$ cat src/rtl/config_pkg.sv
// Shared definitions for the configuration-menu text writer.
//   state_t            : writer FSM states
//   BUF_COLS/BUF_ROWS  : text buffer geometry (40 x 23 cells)
//   field_row/col      : screen position of each menu field's label
//   cell_addr          : 40*row + col using shift-add arithmetic
//   hex_char           : nibble to ASCII hex digit
package config_pkg;

  typedef enum logic [2:0] {
    ST_IDLE   = 3'd0,
    ST_CLEAR  = 3'd1,
    ST_LABEL  = 3'd2,
    ST_VALUE  = 3'd3,
    ST_UPDATE = 3'd4,
    ST_DONE   = 3'd5
  } state_t;

  localparam int          BUF_COLS       = 40;
  localparam int          BUF_ROWS       = 23;
  localparam int          LABEL_LEN      = 8;
  localparam logic [9:0]  VALUE_COL_OFS  = 10'd9;
  localparam logic [7:0]  CHAR_SPACE     = 8'h20;
  localparam logic [7:0]  HEX_DIGIT_BASE = 8'h30;
  localparam logic [7:0]  HEX_ALPHA_BASE = 8'h41;

  // Fields 0..7 form the left column, 8..11 the right column, 12 is START.
  function automatic logic [4:0] field_row(input logic [3:0] f);
    if (f < 4'd8)       return 5'd3 + {1'b0, f[2:0], 1'b0};
    else if (f < 4'd12) return 5'd3 + {2'b00, f[1:0], 1'b0};
    else                return 5'd20;
  endfunction

  function automatic logic [5:0] field_col(input logic [3:0] f);
    if (f < 4'd8)       return 6'd2;
    else if (f < 4'd12) return 6'd22;
    else                return 6'd17;
  endfunction

  function automatic logic [9:0] cell_addr(input logic [4:0] row, input logic [5:0] col);
    logic [9:0] r;
    r = {5'd0, row};
    return (r << 5) + (r << 3) + {4'd0, col};
  endfunction

  function automatic logic [9:0] field_addr(input logic [3:0] f);
    return cell_addr(field_row(f), field_col(f));
  endfunction

  function automatic logic [7:0] hex_char(input logic [3:0] n);
    if (n < 4'd10) return HEX_DIGIT_BASE + {4'd0, n};
    else           return HEX_ALPHA_BASE + {4'd0, n} - 8'd10;
  endfunction

endpackage

$ cat src/rtl/config_label_rom.sv
// Label character ROM: 13 fields x 8 characters, registered read.
//   clk_in   : system clock
//   addr_in  : 7-bit address, field*8 + char
//   data_out : character code, valid the cycle after addr_in is presented
module config_label_rom
  import config_pkg::*;
(
  input  logic       clk_in,
  input  logic [6:0] addr_in,
  output logic [7:0] data_out
);

  function automatic logic [7:0] label_char(input logic [6:0] a);
    logic [63:0] txt;
    case (a[6:3])
      4'd0:    txt = "CH1 GAIN";
      4'd1:    txt = "CH2 GAIN";
      4'd2:    txt = "CH3 GAIN";
      4'd3:    txt = "CH4 GAIN";
      4'd4:    txt = "CH1 PAN ";
      4'd5:    txt = "CH2 PAN ";
      4'd6:    txt = "CH3 PAN ";
      4'd7:    txt = "CH4 PAN ";
      4'd8:    txt = "TEMPO   ";
      4'd9:    txt = "SWING   ";
      4'd10:   txt = "TRANSPOS";
      4'd11:   txt = "MASTER  ";
      default: txt = "START   ";
    endcase
    // Character 0 is the leftmost, i.e. the most significant byte.
    return txt[{~a[2:0], 3'b000} +: 8];
  endfunction

  // NOTE: a ROM read register carries no reset; its content is never
  // consumed before a valid address has been clocked in.
  always_ff @(posedge clk_in) begin
    data_out <= label_char(addr_in);
  end

endmodule

$ cat src/rtl/config_text_writer.sv
// Configuration-menu text writer: clears the 40x23 text buffer, draws the
// field labels and the hex values, and rewrites single values on update.
//   clk_in             : system clock
//   rst_in             : synchronous reset, active-low
//   redraw_in          : pulse, request full redraw
//   update_in          : pulse, store field_value_in into field_index_in
//   field_index_in     : field index (values 0..11 are editable)
//   field_value_in     : new 8-bit field value
//   buf_write_en_out   : text-buffer write strobe
//   buf_write_addr_out : cell address, 40*row + col
//   buf_write_data_out : character code
//   busy_out           : high during write cycles of a sequence
//   done_out           : one-cycle pulse after each sequence
module config_text_writer
  import config_pkg::*;
#(
  parameter int NUM_VALUE_FIELDS = 12,
  parameter int NUM_FIELDS       = 13
) (
  input  logic       clk_in,
  input  logic       rst_in,
  input  logic       redraw_in,
  input  logic       update_in,
  input  logic [3:0] field_index_in,
  input  logic [7:0] field_value_in,
  output logic       buf_write_en_out,
  output logic [9:0] buf_write_addr_out,
  output logic [7:0] buf_write_data_out,
  output logic       busy_out,
  output logic       done_out
);

  localparam logic [9:0] CLEAR_LAST = 10'(BUF_COLS * BUF_ROWS - 1);
  localparam logic [9:0] LABEL_LAST = 10'(NUM_FIELDS * LABEL_LEN - 1);
  localparam logic [9:0] VALUE_LAST = 10'(NUM_VALUE_FIELDS * 2 - 1);
  localparam logic [3:0] NUM_VF     = 4'(NUM_VALUE_FIELDS);
  localparam logic [NUM_VALUE_FIELDS-1:0] ONE = {{(NUM_VALUE_FIELDS-1){1'b0}}, 1'b1};

  state_t                      state, state_nx;
  logic [9:0]                  cnt, cnt_nx;
  logic [3:0]                  upd_field, upd_field_nx;
  logic [NUM_VALUE_FIELDS-1:0] mask, mask_nx, eff_mask;
  logic                        redraw_pend, redraw_pend_nx, eff_redraw;
  logic [7:0]                  value_file [NUM_VALUE_FIELDS];
  logic                        update_ok;
  logic [3:0]                  pick, f;
  logic                        en_nx, busy_nx, done_nx;
  logic [9:0]                  addr_nx;
  logic [7:0]                  data_nx;
  logic [6:0]                  rom_addr;
  logic [7:0]                  rom_data;

  config_label_rom u_rom (
    .clk_in   (clk_in),
    .addr_in  (rom_addr),
    .data_out (rom_data)
  );

  assign update_ok = update_in && (field_index_in < NUM_VF);

  // A value stored on this same edge is forwarded so the first digit
  // written already reflects it.
  function automatic logic [7:0] digit_char(input logic [3:0] fi, input logic lo);
    logic [7:0] v;
    v = (update_ok && field_index_in == fi) ? field_value_in : value_file[fi];
    return hex_char(lo ? v[3:0] : v[7:4]);
  endfunction

  function automatic logic [9:0] digit_addr(input logic [3:0] fi, input logic lo);
    return field_addr(fi) + VALUE_COL_OFS + {9'd0, lo};
  endfunction

  // Pending work as seen this cycle; a same-cycle redraw supersedes the update.
  always_comb begin
    eff_redraw = redraw_pend | redraw_in;
    eff_mask   = mask;
    if (update_ok && !redraw_in) eff_mask = mask | (ONE << field_index_in);
    pick = '0;
    for (int i = NUM_VALUE_FIELDS - 1; i >= 0; i--) begin
      if (eff_mask[i]) pick = 4'(i);
    end
  end

  // Next-write logic; outputs are registered, so each state computes the
  // write that appears in the following cycle.
  // NOTE: every signal gets a default first so no path leaves one unassigned
  // and no latch is inferred.
  always_comb begin
    state_nx       = state;
    cnt_nx         = cnt;
    upd_field_nx   = upd_field;
    mask_nx        = eff_mask;
    redraw_pend_nx = redraw_pend | redraw_in;
    en_nx          = 1'b0;
    addr_nx        = '0;
    data_nx        = '0;
    busy_nx        = 1'b0;
    done_nx        = 1'b0;
    rom_addr       = '0;
    f              = '0;
    case (state)
      ST_IDLE: begin
        if (eff_redraw) begin
          en_nx          = 1'b1;
          data_nx        = CHAR_SPACE;
          busy_nx        = 1'b1;
          state_nx       = ST_CLEAR;
          cnt_nx         = 10'd1;
          mask_nx        = '0;
          redraw_pend_nx = 1'b0;
        end else if (|eff_mask) begin
          en_nx        = 1'b1;
          addr_nx      = digit_addr(pick, 1'b0);
          data_nx      = digit_char(pick, 1'b0);
          busy_nx      = 1'b1;
          state_nx     = ST_UPDATE;
          upd_field_nx = pick;
          mask_nx      = eff_mask & ~(ONE << pick);
        end
      end
      ST_CLEAR: begin
        en_nx   = 1'b1;
        addr_nx = cnt;
        data_nx = CHAR_SPACE;
        busy_nx = 1'b1;
        // rom_addr stays 0 here, prefetching the first label character.
        if (cnt == CLEAR_LAST) begin
          state_nx = ST_LABEL;
          cnt_nx   = '0;
        end else begin
          cnt_nx = cnt + 10'd1;
        end
      end
      ST_LABEL: begin
        f        = cnt[6:3];
        en_nx    = 1'b1;
        addr_nx  = field_addr(f) + {7'd0, cnt[2:0]};
        data_nx  = rom_data;
        busy_nx  = 1'b1;
        rom_addr = cnt[6:0] + 7'd1;
        if (cnt == LABEL_LAST) begin
          state_nx = ST_VALUE;
          cnt_nx   = '0;
        end else begin
          cnt_nx = cnt + 10'd1;
        end
      end
      ST_VALUE: begin
        f       = cnt[4:1];
        en_nx   = 1'b1;
        addr_nx = digit_addr(f, cnt[0]);
        data_nx = digit_char(f, cnt[0]);
        busy_nx = 1'b1;
        if (cnt == VALUE_LAST) state_nx = ST_DONE;
        else                   cnt_nx   = cnt + 10'd1;
      end
      ST_UPDATE: begin
        en_nx    = 1'b1;
        addr_nx  = digit_addr(upd_field, 1'b1);
        data_nx  = digit_char(upd_field, 1'b1);
        busy_nx  = 1'b1;
        state_nx = ST_DONE;
      end
      ST_DONE: begin
        done_nx  = 1'b1;
        state_nx = ST_IDLE;
      end
      default: state_nx = ST_IDLE;
    endcase
  end

  // NOTE: sequential state uses non-blocking assignments so every register
  // samples pre-edge values regardless of statement order.
  always_ff @(posedge clk_in) begin
    if (!rst_in) begin
      state              <= ST_IDLE;
      cnt                <= '0;
      upd_field          <= '0;
      mask               <= '0;
      redraw_pend        <= 1'b0;
      buf_write_en_out   <= 1'b0;
      buf_write_addr_out <= '0;
      buf_write_data_out <= '0;
      busy_out           <= 1'b0;
      done_out           <= 1'b0;
      // NOTE: the value file is a small register array with a defined
      // power-up content, so it is reset like any other state.
      for (int i = 0; i < NUM_VALUE_FIELDS; i++) value_file[i] <= '0;
    end else begin
      state              <= state_nx;
      cnt                <= cnt_nx;
      upd_field          <= upd_field_nx;
      mask               <= mask_nx;
      redraw_pend        <= redraw_pend_nx;
      buf_write_en_out   <= en_nx;
      buf_write_addr_out <= addr_nx;
      buf_write_data_out <= data_nx;
      busy_out           <= busy_nx;
      done_out           <= done_nx;
      if (update_ok) value_file[field_index_in] <= field_value_in;
    end
  end

endmodule

$ cat config.mk
export PLATFORM = sky130hd
export DESIGN_NAME = config_text_writer
export DESIGN_NICKNAME = d
export VERILOG_FILES = /design/src/rtl/config_pkg.sv /design/src/rtl/config_label_rom.sv /design/src/rtl/config_text_writer.sv
export SDC_FILE = /design/constraint.sdc
export NUM_CORES = 1
export LEC_CHECK = 0
export BUFFER_PORTS_ARGS = -buffer_cell sky130_fd_sc_hd__buf_4
export CAP_MARGIN = 0
export CORE_MARGIN = 1
export CORE_UTILIZATION = 32
export CTS_CLUSTER_SIZE = 16
export DETAILED_ROUTE_END_ITERATION = 6
export SLEW_MARGIN = 20
export SYNTH_ARGS = -nofsm -noshare
export SYNTH_HDL_FRONTEND = slang
export SYNTH_SLANG_ARGS = --single-unit
$ cat constraint.sdc
create_clock -name clk_in -period 4.1 [get_ports clk_in]
set_clock_uncertainty 0.05 [all_clocks]
set_input_delay 1.025 -clock clk_in [delete_from_list [all_inputs] [get_ports clk_in]]
set_output_delay 1.025 -clock clk_in [all_outputs]
set_load 0.01 [all_outputs]
* After elaboration in Yosys (flattened, before gate mapping)
Memories as Yosys holds them, arrays and structs flattened. A register that Yosys moved wholly into a read port is not among the register bits.
Cells that the tools add are included.
** Storage, ports and cells
- Output and inout bits :: 21
- Bits in latches :: 0
- Input port bits :: 16
- Memories kept :: 2
- ROM bits :: 736
- RAM bits :: 96
- Register bits :: 58
** Memory list
- (name not given) :: words 16, bits a word 46, read ports 1, clocked after memory_dff 0, write ports 0, line config_label_rom.sv:15 : case (a[6:3])
- value_file :: words 12, bits a word 8, read ports 3, clocked after memory_dff 2, write ports 12, line config_text_writer.sv:44 : logic [7:0] value_file [NUM_VALUE_FIELDS];
** Cells by class
- Bitwise operators :: 7
- Shift operators :: 3
- Eq/ne operators :: 17
- $lt $le $gt $ge :: 12
- Add/subtract/negate cells :: 33
- Div/mod/pow operators :: 0
- Multipliers :: 0
- Reductions and logical operators :: 15
- Mux-type cells :: 84
** Operator list (number)
- $mux W5 :: 18
- $mux W4 :: 19
- $mux W8 :: 8
- $shiftx A64 B7 Y8 :: 1
- $mux W10 :: 6
- $pmux W10 S5 :: 1
- $lt A4 B4 Y1 const B :: 12
- $mux W12 :: 4
- $add A10 B6 Y10 :: 4
- $add A10 B8 Y10 :: 4
- $pmux W10 S4 :: 1
- $pmux W8 S5 :: 1
- $mux W6 :: 6
- $add A10 B4 Y10 const B :: 3
- $mux W3 :: 9
- $add A7 B4 Y8 const A :: 3
- $shl A1 B4 Y12 const A :: 2
- $sub A8 B4 Y8 const B :: 3
- $add A6 B4 Y7 const A :: 3
- $add A10 B1 Y10 const B :: 2
- $add A2 B4 Y5 const A :: 4
- $add A2 B3 Y4 const A :: 4
- $pmux W3 S5 :: 1
- $and A12 B12 Y12 :: 1
- 30 further kinds :: 51

* Longest topological paths before layout
Gate-level depths: netlist (run 1).
- Depth in word-level cells :: 28
- Mapped depth :: 20

* Modules after synthesis
A second synthesis (run 1) with hierarchy kept.
** Unflattened totals
- Cells, all modules :: 1104
- Area total of the unflattened synthesis :: 12010.3 sq um
** Modules (own cells, without submodules)
- config_text_writer :: times used 1, seq. area each 5004.8 sq um, area each 11215.8 sq um, cells an instance 1003
- config_label_rom :: times used 1, seq. area each 140.1 sq um, area each 794.5 sq um, cells an instance 101

* Worst setup path before layout (run 1)
OpenSTA, ideal clock, no wires.
- Path type :: input to register
- Start :: input port field_index_in[3]
- End :: register buf_write_addr_out[8]
- Path slack :: -344 ps
- Data required time :: 3922 ps
- Cell stages on the path :: 18
- Data arrival time :: 4266 ps
- Buffers on the path :: 2
- Path through :: or4b_4 mux2_4 o21a_1 a211o_1 buf_6 buf_2 ha_1 ha_1 nand2_1 nand2_1 ha_1 o21ai_0 nand2b_1 a21oi_1 xor2_1 o22ai_1 a21oi_1 a21oi_1
** On the way
- Cells in the longest elaborated chain, start to end :: 28
** RTL lines
- from (decl) :: line config_text_writer.sv:24 : input logic [3:0] field_index_in,
- $lt A4 B4 Y1 :: line config_text_writer.sv:59 : assign update_ok = update_in && (field_index_in < NUM_VF);
- $logic_and A1 B1 Y1 :: line config_text_writer.sv:59
- $logic_and A1 B1 Y1 :: line config_text_writer.sv:77 : if (update_ok && !redraw_in) eff_mask = mask | (ONE << field_index_in);
- $mux W12 (*) :: line config_text_writer.sv:77
- $mux W4 (12 in series) :: line config_text_writer.sv:80 : if (eff_mask[i]) pick = 4'(i);
- $lt A4 B4 Y1 / $add A2 B3 Y4 (equally long branches) :: line config_pkg.sv:29, config_pkg.sv:35
- $mux W5 :: line config_pkg.sv:29 : else if (f < 4'd12) return 5'd3 + {2'b00, f[1:0], 1'b0};
- $mux W5 :: line config_pkg.sv:28 : if (f < 4'd8) return 5'd3 + {1'b0, f[2:0], 1'b0};
- $mux W5 :: line config_text_writer.sv:111 : end else if (|eff_mask) begin
- $mux W5 :: line config_text_writer.sv:103 : if (eff_redraw) begin
- $mux W5 :: line config_text_writer.sv:101 : case (state)
- $add A10 B8 Y10 :: line config_pkg.sv:42 : return (r << 5) + (r << 3) + {4'd0, col};
- $add A10 B6 Y10 :: line config_pkg.sv:42
- $add A10 B4 Y10 :: line config_text_writer.sv:70 : return field_addr(fi) + VALUE_COL_OFS + {9'd0, lo};
- $mux W10 (*) :: line config_text_writer.sv:111
- $mux W10 (*) :: line config_text_writer.sv:103
- $pmux W10 S5 (*) :: line config_text_writer.sv:101
- to (signal assigned) :: line config_text_writer.sv:196 : buf_write_addr_out <= addr_nx;
- to (decl) :: line config_text_writer.sv:27 : output logic [9:0] buf_write_addr_out,
Mark *: on every way between the ends. The rest lies on a longest branch, timed or not. The select of a mux whose other input is x is not followed.
A chain may end at the register's enable or synchronous reset.

* Worst setup path in the final report (run 1)
- Start :: input port redraw_in
- End :: register buf_write_data_out[1]
** On the way
- Cells in the longest elaborated chain, start to end :: 24
** RTL lines
- from (decl) :: line config_text_writer.sv:22 : input logic redraw_in,
- branches (longest 22 deep; another with $mux W12)
- $mux W8 (*) :: line config_text_writer.sv:103
- $pmux W8 S5 (*) :: line config_text_writer.sv:101
- to (signal assigned) :: line config_text_writer.sv:197 : buf_write_data_out <= data_nx;
- to (decl) :: line config_text_writer.sv:28 : output logic [7:0] buf_write_data_out,
Mark *: on every way between the ends.

==> run_results.csv, run 1 <==
group,metric,value,unit
outcome,status,"finished, final reports clean",
floorplan,io-pin-count,37,
timing,setup_ws,0.124,ns
setup_path,cp-end-kind,"flop",
synth,yosys_warnings,0,
placement,place_ws,-0.334,ns
power_and_ir_drop,vdd_drop_max,0.292,mV
cts,clock-sinks,192,
layout,diodes,0,
layout,fin_nets,1328,
detailed_routing,drcViolationCount,0,
setup_path,crit_required,4.43,ns
setup_path,r2r_cells,8,
grt,antenna_found_initial,0,
grt,grt_pass1_wl,54300,um
synth,avgSynthCellArea,10.4,um^2
cts,hold_buffers,0,
grt,grt_start_max_net_pins,33,
power_and_ir_drop,finalPower,0.00627,W
detailed_routing,num_vias,9619,
floorplan,die-area,38500,um^2
floorplan,dieHeight,196,um
placement,portBuffers,35,
power_and_ir_drop,power_density,439,nW/um^2
grt,grt_pass1_vias,9352,
detailed_routing,ant_nets,0,
cts,cts_tree,"done",
synth,synthCells,1162,
synth,ys_seq_area_share,42.5,%
layout,final_common_cell,"buf_4",
cts,htreeDepth,4,
timing,timing.final.crit_share,97.0,%
floorplan,coreArea,36900,um^2
setup_path,arrival,4.31,ns
floorplan,initial_core_util,32.7,%
floorplan,die_x,196,um
timing,fmax,252,MHz
floorplan,num_rows,70,
placement,gp_congestion,0.886,
min_path,hold_class,"flop to flop",
cts,clk_latency,0.46,ns
power_and_ir_drop,power.leakage,5.17,nW
cts,cts_made_buffers,17,
timing,tns,0,ns
cts,cts.root.buffer_cell,"clkbuf_16",
timing,setup_viol_count_final,0,
timing,worst-slew-pin-transition,0.822,ns
timing,finalMaxSlewViolations,0,
synth,async_flop_share,0,%
timing,hold_viol,0,
detailed_routing,via_per_inst,5.38,
setup_path,crit_path_start_kind,"input pin",
synth,synth_edf_count,128,
run,drv_cap,0,
detailed_routing,wl_per_cell,19.4,um
setup_path,critPathKind,"input pin to flop",
layout,final_cells,1787,
timing,min_period,3.98,ns
synth,synth-seq-cells,192,
placement,hpwlAfterDp,25300,um
synth,synth_area,12100,um^2
timing,relSlewSlack,45.1,%
layout,nFillCells,3584,
detailed_routing,drt-pass1-iter-count,6,
cts,cts_buffer_depth,2,
synth,yosysUniqueCellTypes,81,
min_path,holdPathStages,2,
grt,grt_use_total,18.6,%
layout,drive_gt1_share,21.4,%
cts,clkSlewWorstSetupHoldPaths,0.07,ns
layout,final_cell_mix,"139 x buf_4, 128 x edfxtp_1, 93 x and2_1",
grt,grt_overflow,0,
synth,ys.flop_type,"edfxtp_1",
layout,area_growth,18.3,%
placement,dp_cells,1754,
detailed_routing,drtIter0Drc,852,
detailed_routing,wl,34600,um
setup_path,path_max_fanout,8,
-- final timing paths --
check	startpoint	end	slack, ns
hold / removal	mask[1]	mask[1]	0.51
setup reg to reg	flop	buf_write_data_out[0]	0.50
hold reg to reg	mask[1]	mask[1]	0.51
setup / recovery	redraw_in	buf_write_data_out[1]	0.12
-- power breakdown --
part	internal, W	switching, W
Clock	0.000868	0.000833
Sequential	0.00225	0.000149
Combinational	0.000939	0.00123
-- Yosys cell counts (4+ instances only) --
| library cell | count | area (um^2) |
|---|---|---|
| o221ai_1 | 6 | 52.6 |
| a211oi_1 | 16 | 120 |
| a21o_1 | 6 | 45.0 |
| clkbuf_1 | 67 | 251 |
| and2_1 | 93 | 582 |
| nor3_1 | 30 | 150 |
| buf_2 | 8 | 40.0 |
| o21ai_1 | 5 | 25.0 |
| a311oi_1 | 12 | 105 |
| inv_1 | 30 | 113 |
| mux2i_1 | 13 | 130 |
| and3_1 | 11 | 68.8 |
| o211ai_1 | 7 | 52.6 |
| nor4_1 | 9 | 56.3 |
| xor2_1 | 14 | 123 |
| nand2_1 | 94 | 353 |
| ha_1 | 41 | 513 |
| a31oi_1 | 14 | 87.6 |
| mux4_2 | 65 | 1460 |
| edfxtp_1 | 128 | 3840 |
| a21oi_1 | 81 | 405 |
| nor2_1 | 78 | 293 |
| nand2b_1 | 14 | 87.6 |
| mux2_2 | 5 | 56.3 |
| nor2b_1 | 20 | 125 |
| buf_1 | 10 | 37.5 |
| nand4_1 | 4 | 25.0 |
| a21boi_0 | 6 | 45.0 |
| a22oi_1 | 8 | 60.1 |
| o22ai_1 | 7 | 43.8 |
| o21a_1 | 8 | 60.1 |
| o21ai_0 | 62 | 310 |
| or3_1 | 5 | 31.3 |
| a211o_1 | 4 | 35.0 |
| dfxtp_1 | 64 | 1280 |
| xnor2_1 | 25 | 219 |
| nand3_1 | 24 | 120 |
-- routing by layer --
| layer | wire (um) | track usage (%) | vias to the layer above |
|---|---|---|---|
| met5 | 0 | 0 | - |
| li1 | - | - | 4508 |
| met1 | 15500 | 25.1 | 4757 |
| met2 | 16600 | 30.7 | 321 |
| met4 | 590 | 5.64 | 0 |
| met3 | 1890 | 2.70 | 33 |
-- kinds of logic after synthesis --
| group | after synthesis | synth area share, % |
|---|---|---|
| and+or+nand+nor | 399 | 17.1 |
| AOI/OAI and AO/OA | 279 | 15.0 |
| DFF | 192 | 42.5 |
| buffers and inverters | 123 | 4.10 |
| muxes | 85 | 13.9 |
| adders and majority gates | 42 | 4.42 |
| xor gates and xnor gates | 40 | 2.97 |
| other | 2 | 0.0623 |
-- sequential cells by signal (all words and copies together), names as in the netlist, named ones only --
signal,flops
value_file,128
mask,12
buf_write_addr_out,10
cnt,10
buf_write_data_out,7
u_rom.data_out,7
upd_field,4
state,3
busy_out,1
done_out,1
redraw_pend,1
-- final cells by class --
| class | count | area, um^2 | share of cell area, % |
|---|---|---|---|
| inverters | 34 | 133 | 0.930 |
| clock inverters | 15 | 166 | 1.17 |
| multi-input cells | 882 | 6660 | 46.7 |
| repair buffers | 143 | 1120 | 7.88 |
| well taps | 504 | 631 | 4.42 |
| flip-flops and latches | 192 | 5130 | 35.9 |
| clock buffers | 17 | 425 | 2.98 |
-- critical path, cell delays in order --
cell and delay [ns]:
buf_4 0.11, or4b_4 0.55, buf_4 0.16, o2bb2ai_1 0.24, a211oi_2 0.09, a211o_1 0.34
buf_12 0.16, xnor2_2 0.14, or3b_4 0.43, o21ai_1 0.13, a2bb2oi_2 0.18, ha_2 0.29
a221o_1 0.31, a21oi_1 0.14
-- stage by stage --
stage                     hold WS (ns)  cell area (um^2)  util [%]
final                            0.510             14300      38.7
after global routing             0.563             14300      38.7
after CTS                        0.510             14200      38.6
after detailed placement         0.499             13600      37.0
after global placement           0.499             13600      37.0
after floorplan                  0.440             12300         -
-- what timing repair did --
item | CTS | global route
setup endpoints to repair | 0 | 5
resized for setup | 0 | 5
setup buffers | 0 | 1
No activity file was read; power rests on OpenSTA's default activity.
==> inputs of run 2 (changes only) <==
- CORE_UTILIZATION: 32 -> 50
- PLACE_DENSITY: not set -> 0.69
==> run 2 against run 1 <==
Compared with the run above: sequential power about the same; sequential cell count unchanged; hold slack improved by 0.0038 ns; largest cell class unchanged; combinational power about the same.
==> run_results.csv, run 2 (synthesis gave the netlist of run 1 again) <==
group,metric,value,unit
outcome,status,"finished, final reports clean",
layout,largest_reg_flops,128,
layout,fin_nets,1324,
setup_path,r2r_cells,14,
min_path,hold_class,"flop to flop",
timing,tns,0,ns
detailed_routing,wl,33800,um
floorplan,initial_core_util,51.2,%
floorplan,dieHeight,157,um
floorplan,die-area,24700,um^2
floorplan,coreArea,23500,um^2
detailed_routing,via_per_inst,6.10,
cts,cts_buffer_depth,2,
grt,grt_use_total,28.6,%
layout,reg_top3,"value_file x128, mask x12",
setup_path,path_max_fanout,3,
timing,finalMaxSlewViolations,0,
cts,htreeDepth,4,
min_path,min_from,"mask[1]",
min_path,holdPathStages,2,
detailed_routing,num_vias,9745,
layout,regArea,5130,um^2
timing,relSlewSlack,48.5,%
grt,grt_overflow,0,
timing,fmax,249,MHz
placement,gp_congestion,0.927,
power_and_ir_drop,vdd_drop_max,0.250,mV
timing,min_period,4.02,ns
grt,antenna_found_initial,0,
layout,max_flop_register,"value_file",
setup_path,cp-end-kind,"flop",
setup_path,r2r_end,"buf_write_addr_out[9]",
floorplan,die_x,157,um
setup_path,crit_path_start_kind,"input pin",
setup_path,arrival,4.29,ns
grt,grt_use_met2,46.6,%
placement,hpwlAfterDp,24500,um
layout,final_cell_mix,"136 x buf_4, 128 x edfxtp_1, 93 x and2_1",
power_and_ir_drop,power.leakage,5.15,nW
detailed_routing,drtIter0Drc,974,
setup_path,r2r_slack,0.58,ns
grt,grt_pass1_wl,52900,um
layout,final_cells,1597,
timing,rsz0062_at_grt,"false",
layout,diodes,0,
grt,gr-max-usage-layer,"met2",
cts,cts_made_buffers,17,
floorplan,num_rows,56,
grt,met3_usage,5.01,%
min_path,whs_endpoint,"mask[1]",
floorplan,io-pin-count,37,
grt,grt_pass1_vias,9414,
cts,clock-sinks,192,
detailed_routing,drcViolationCount,0,
layout,nFillCells,2000,
timing,timing.final.crit_share,97.9,%
setup_path,r2r_start,"cnt[5]",
timing,hold_viol,0,
detailed_routing,drt-pass1-iter-count,7,
timing,setup_viol_count_final,0,
cts,cts_tree,"done",
timing,worst-slew-pin-transition,0.772,ns
power_and_ir_drop,power_density,450,nW/um^2
layout,multiInputGateArea,6650,um^2
setup_path,critPathKind,"input pin to flop",
cts,cts.root.buffer_cell,"clkbuf_16",
placement,portBuffers,35,
placement,place_ws,-0.373,ns
detailed_routing,wl_per_cell,21.2,um
cts,clk_latency,0.45,ns
layout,final_common_cell,"buf_4",
layout,area_growth,16.0,%
grt,grt_start_max_net_pins,39,
cts,clkSlewWorstSetupHoldPaths,0.07,ns
layout,drive_gt1_share,21.0,%
grt,grt_use_met1,39.0,%
run,drv_cap,0,
timing,setup_ws,0.0850,ns
detailed_routing,ant_nets,0,
placement,dp_cells,1565,
setup_path,crit_required,4.38,ns
==> run 2: final cells by class <==
cell class / count / area share (%)
clock inverter: 13 / 1.20
timing repair buffer: 139 / 7.73
clock buffer: 18 / 3.07
inverter: 34 / 0.948
sequential: 192 / 36.6
multi-input combinational: 882 / 47.6
tap: 319 / 2.85
==> run 2: worst max path at each step <==
stage | startpoint | endpoint | slack [ns] | cells past startpoint
detailed placement | redraw_in | buf_write_data_out[2] | -0.37 | 16
finish | redraw_in | buf_write_data_out[2] | 0.08 | 14
CTS | redraw_in | buf_write_data_out[2] | 0.08 | 16
global route | redraw_in | buf_write_data_out[6] | 0.003 | 15
global placement | redraw_in | buf_write_data_out[2] | -0.29 | 16
floorplan | redraw_in | buf_write_addr_out[8] | -0.12 | 18
==> run 2: critical path, stage by stage <==
cell and delay (ns):
buf_4 0.11, or4b_4 0.55, mux2_4 0.31, o21a_1 0.20, a211o_1 0.34, buf_4 0.16, xnor2_2 0.14, or3b_4 0.44
o21ai_1 0.12, a2bb2oi_2 0.19, ha_2 0.20, nand2_1 0.06, mux2_1 0.32, o2bb2ai_1 0.13
==> run 2: per-layer routing <==
layer | part of all wire (%) | vias up
li1 | - | 4507
met1 | 42 | 4726
met2 | 48 | 459
met3 | 8.0 | 53
met4 | 1.8 | 0
met5 | 0 | -
==> run 2: report_power, final <==
part | internal [W] | total [W] | switching (W)
registers | 0.00225 | 0.00240 | 0.000152
logic | 0.000934 | 0.00216 | 0.00123
clock network | 0.000924 | 0.00173 | 0.000806
==> run 2: repair_timing <==
item,4_1_cts,5_1_grt
buffers inserted,0,1
endpoints found under the setup margin,0,5
hold buffers,0,0
resized for setup,0,3
==> run 2: stage by stage <==
step	instance area [um^2]	hold WS (ns)	utilization [%]	total power, W
3_5_place_dp	13400	0.503	56.8	0.00456
2_1_floorplan	12300	0.440	-	0.00385
5_1_grt	14000	0.544	59.4	0.00659
6_report	14000	0.514	59.4	0.00629
3_3_place_gp	13400	0.504	56.8	0.00452
4_1_cts	14000	0.516	59.3	0.00627
==> inputs of run 3 (changes only) <==
- MAX_ROUTING_LAYER: not set -> met4
==> run 3 against run 2 <==
Compared with the run above: sequential power barely moved; sequential share of layout area fell by 0.072 points; maximum frequency rose by 2.3%; register-to-register slack got worse by 0.04 ns; largest cell class unchanged; first-iteration DRC count rose by 6.3%; routed wire length rose by 0.48%; total power fell by 0.57%; hold slack got worse by 0.011 ns; die area did not move; largest power group unchanged; utilization rose by 0.12 points; worst setup slack improved by 0.090 ns.
==> run_results.csv, run 3 (synthesis gave the netlist of run 1 again) <==
group,metric,value,unit
timing,setup_viol_count_final,0,
cts,cts_made_buffers,17,
timing,relSlewSlack,48.0,%
timing,rsz0062_at_grt,"true",
timing,timing.final.crit_share,95.7,%
outcome,status,"finished, final reports clean",
floorplan,coreArea,23500,um^2
detailed_routing,via_per_inst,6.06,
cts,clk_latency,0.45,ns
setup_path,path_max_fanout,10,
power_and_ir_drop,power_density,446,nW/um^2
detailed_routing,ant_nets,0,
setup_path,cp_slowest_stage_delay,0.54,ns
power_and_ir_drop,power.switching,0.00220,W
layout,drive_gt1_share,21.4,%
grt,grt_start_max_net_pins,39,
setup_path,cp-end-kind,"flop",
cts,htreeDepth,4,
placement,dp_cells,1568,
setup_path,cp-endpoint,"buf_write_data_out[2]",
layout,final_common_cell,"buf_4",
setup_path,crit_required,4.38,ns
cts,clock-sinks,192,
setup_path,path_cells,"buf_4, or4b_4, mux2_4, o21a_1, a211o_4, buf_4, inv_6, nand2_1, and3_1, a311oi_1, nor3_1, a2bb2oi_2, ha_2, nand2_1, mux2_1, o2bb2ai_1",
setup_path,crit_path_start_kind,"input pin",
timing,min_period,3.92,ns
setup_path,r2r_cells,8,
detailed_routing,wl,34000,um
layout,final_cell_mix,"140 x buf_4, 128 x edfxtp_1, 93 x and2_1",
setup_path,cp_num_cells,16,
layout,finalInstanceArea,14000,um^2
detailed_routing,drtIter0Drc,1035,
floorplan,initial_core_util,51.2,%
layout,diodes,0,
cts,hold_buffers,0,
floorplan,num_rows,56,
floorplan,die_x,157,um
placement,gp_congestion,0.937,
power_and_ir_drop,pwr-share-comb,34.3,%
floorplan,dieHeight,157,um
setup_path,arrival,4.21,ns
power_and_ir_drop,pwr-share-seq,38.7,%
layout,area_growth,16.2,%
detailed_routing,drcViolationCount,0,
layout,max_flop_register,"value_file",
timing,setup_ws,0.175,ns
detailed_routing,wl_per_cell,21.2,um
layout,final_cells,1601,
timing,worst-slew-pin-transition,0.778,ns
setup_path,path_delay_family,"compound AO/OA/AOI/OAI gates",
power_and_ir_drop,swShare,35.1,%
setup_path,r2r_slack,0.54,ns
power_and_ir_drop,internal_power,0.00406,W
floorplan,die-area,24700,um^2
setup_path,r2r_end,"buf_write_data_out[0]",
placement,hpwlAfterDp,25000,um
power_and_ir_drop,vdd_drop_max,0.280,mV
cts,cts_buffer_depth,2,
grt,grt_use_total,29.6,%
placement,portBuffers,35,
placement,place_ws,-0.356,ns
grt,grt_pass1_wl,53200,um
setup_path,crit_slowest_cell,"or4b_4",
timing,finalMaxSlewViolations,0,
setup_path,startpoint,"redraw_in",
power_and_ir_drop,power.leakage,5.16,nW
setup_path,critPathKind,"input pin to flop",
cts,cts.root.buffer_cell,"clkbuf_16",
min_path,hold_class,"flop to flop",
placement,postPlaceCellArea,13400,um^2
grt,antenna_found_initial,0,
layout,fin_nets,1327,
grt,grt_pass1_vias,9365,
cts,clkSlewWorstSetupHoldPaths,0.07,ns
floorplan,io-pin-count,37,
timing,hold_viol,0,
cts,cts_tree,"done",
detailed_routing,num_vias,9704,
layout,largest_reg_flops,128,
layout,reg_top3,"value_file x128, mask x12",
setup_path,crit_buf_inv,3,
run,drv_cap,0,
detailed_routing,drt-pass1-iter-count,6,
power_and_ir_drop,clkPwrFrac,27.0,%
timing,fmax,255,MHz
grt,grt_overflow,0,
==> run 3: changes by cell type in the layout (fill, tap and decap cells not counted), sizes merged <==
cell / before / now
buf: 139 / 142
clkbuf: 18 / 17
bufinv: 2 / 1
clkinv: 5 / 8
==> run 3: worst register-to-register path: stages (launching register included) <==
cell	delay, ns
dfxtp_2	0.59
buf_4	0.30
mux4_2	0.57
mux4_2	0.48
mux4_2	0.52
o21ai_1	0.33
xnor2_1	0.11
a222oi_1	0.33
o221ai_1	0.16
==> run 3: how the worst min path moves through the flow <==
stage	startpoint	endpoint	slack, ns	cells past startpoint
after floorplan	u_rom.data_out[1]	buf_write_data_out[1]	0.44	2
after detailed placement	u_rom.data_out[1]	buf_write_data_out[1]	0.49	2
after global placement	mask[10]	mask[10]	0.49	2
after global routing	mask[10]	mask[10]	0.54	2
after CTS	u_rom.data_out[1]	buf_write_data_out[1]	0.51	2
final	u_rom.data_out[1]	buf_write_data_out[1]	0.50	2
==> run 3: metal layers <==
layer,track usage (%),wire (um),vias to the layer above
li1,-,-,4511
met1,39.5,14900,4731
met2,47.2,16300,414
met3,3.94,2150,48
met4,8.78,585,0
met5,-,0,-
==> run 3: cell type report <==
| type | instances | area, um^2 |
|---|---|---|
| tap | 319 | 399 |
| clock inverter | 15 | 166 |
| clock buffer | 17 | 425 |
| inverter | 34 | 133 |
| multi-input combinational | 882 | 6670 |
| timing repair buffer | 142 | 1090 |
| sequential | 192 | 5130 |
| fill | 2018 | 9530 |
==> run 3: power by group through the flow <==
stage	Clock (W)	Sequential (W)	Combinational [W]
floorplan	0	0.00237	0.00148
global placement	0	0.00245	0.00207
detailed placement	0	0.00246	0.00210
CTS	0.00170	0.00241	0.00211
global route	0.00177	0.00244	0.00234
finish	0.00169	0.00242	0.00214
==> run 3: repair_timing <==
action | CTS | global route
setup buffers | 0 | 1
resized for setup | 0 | 6
endpoints found under the hold margin | 0 | 0
setup endpoints to repair | 0 | 5
==> run 3: metrics by stage <==
step           hold slack, ns  utilization [%]  total power (W)  TNS (ns)
6_report                0.503             59.5          0.00625         0
5_1_grt                 0.537             59.5          0.00656   -0.0109
4_1_cts                 0.508             59.3          0.00622         0
3_5_place_dp            0.494             56.8          0.00456     -2.86
3_3_place_gp            0.489             56.8          0.00452     -2.21
2_1_floorplan           0.440                -          0.00385    -0.324
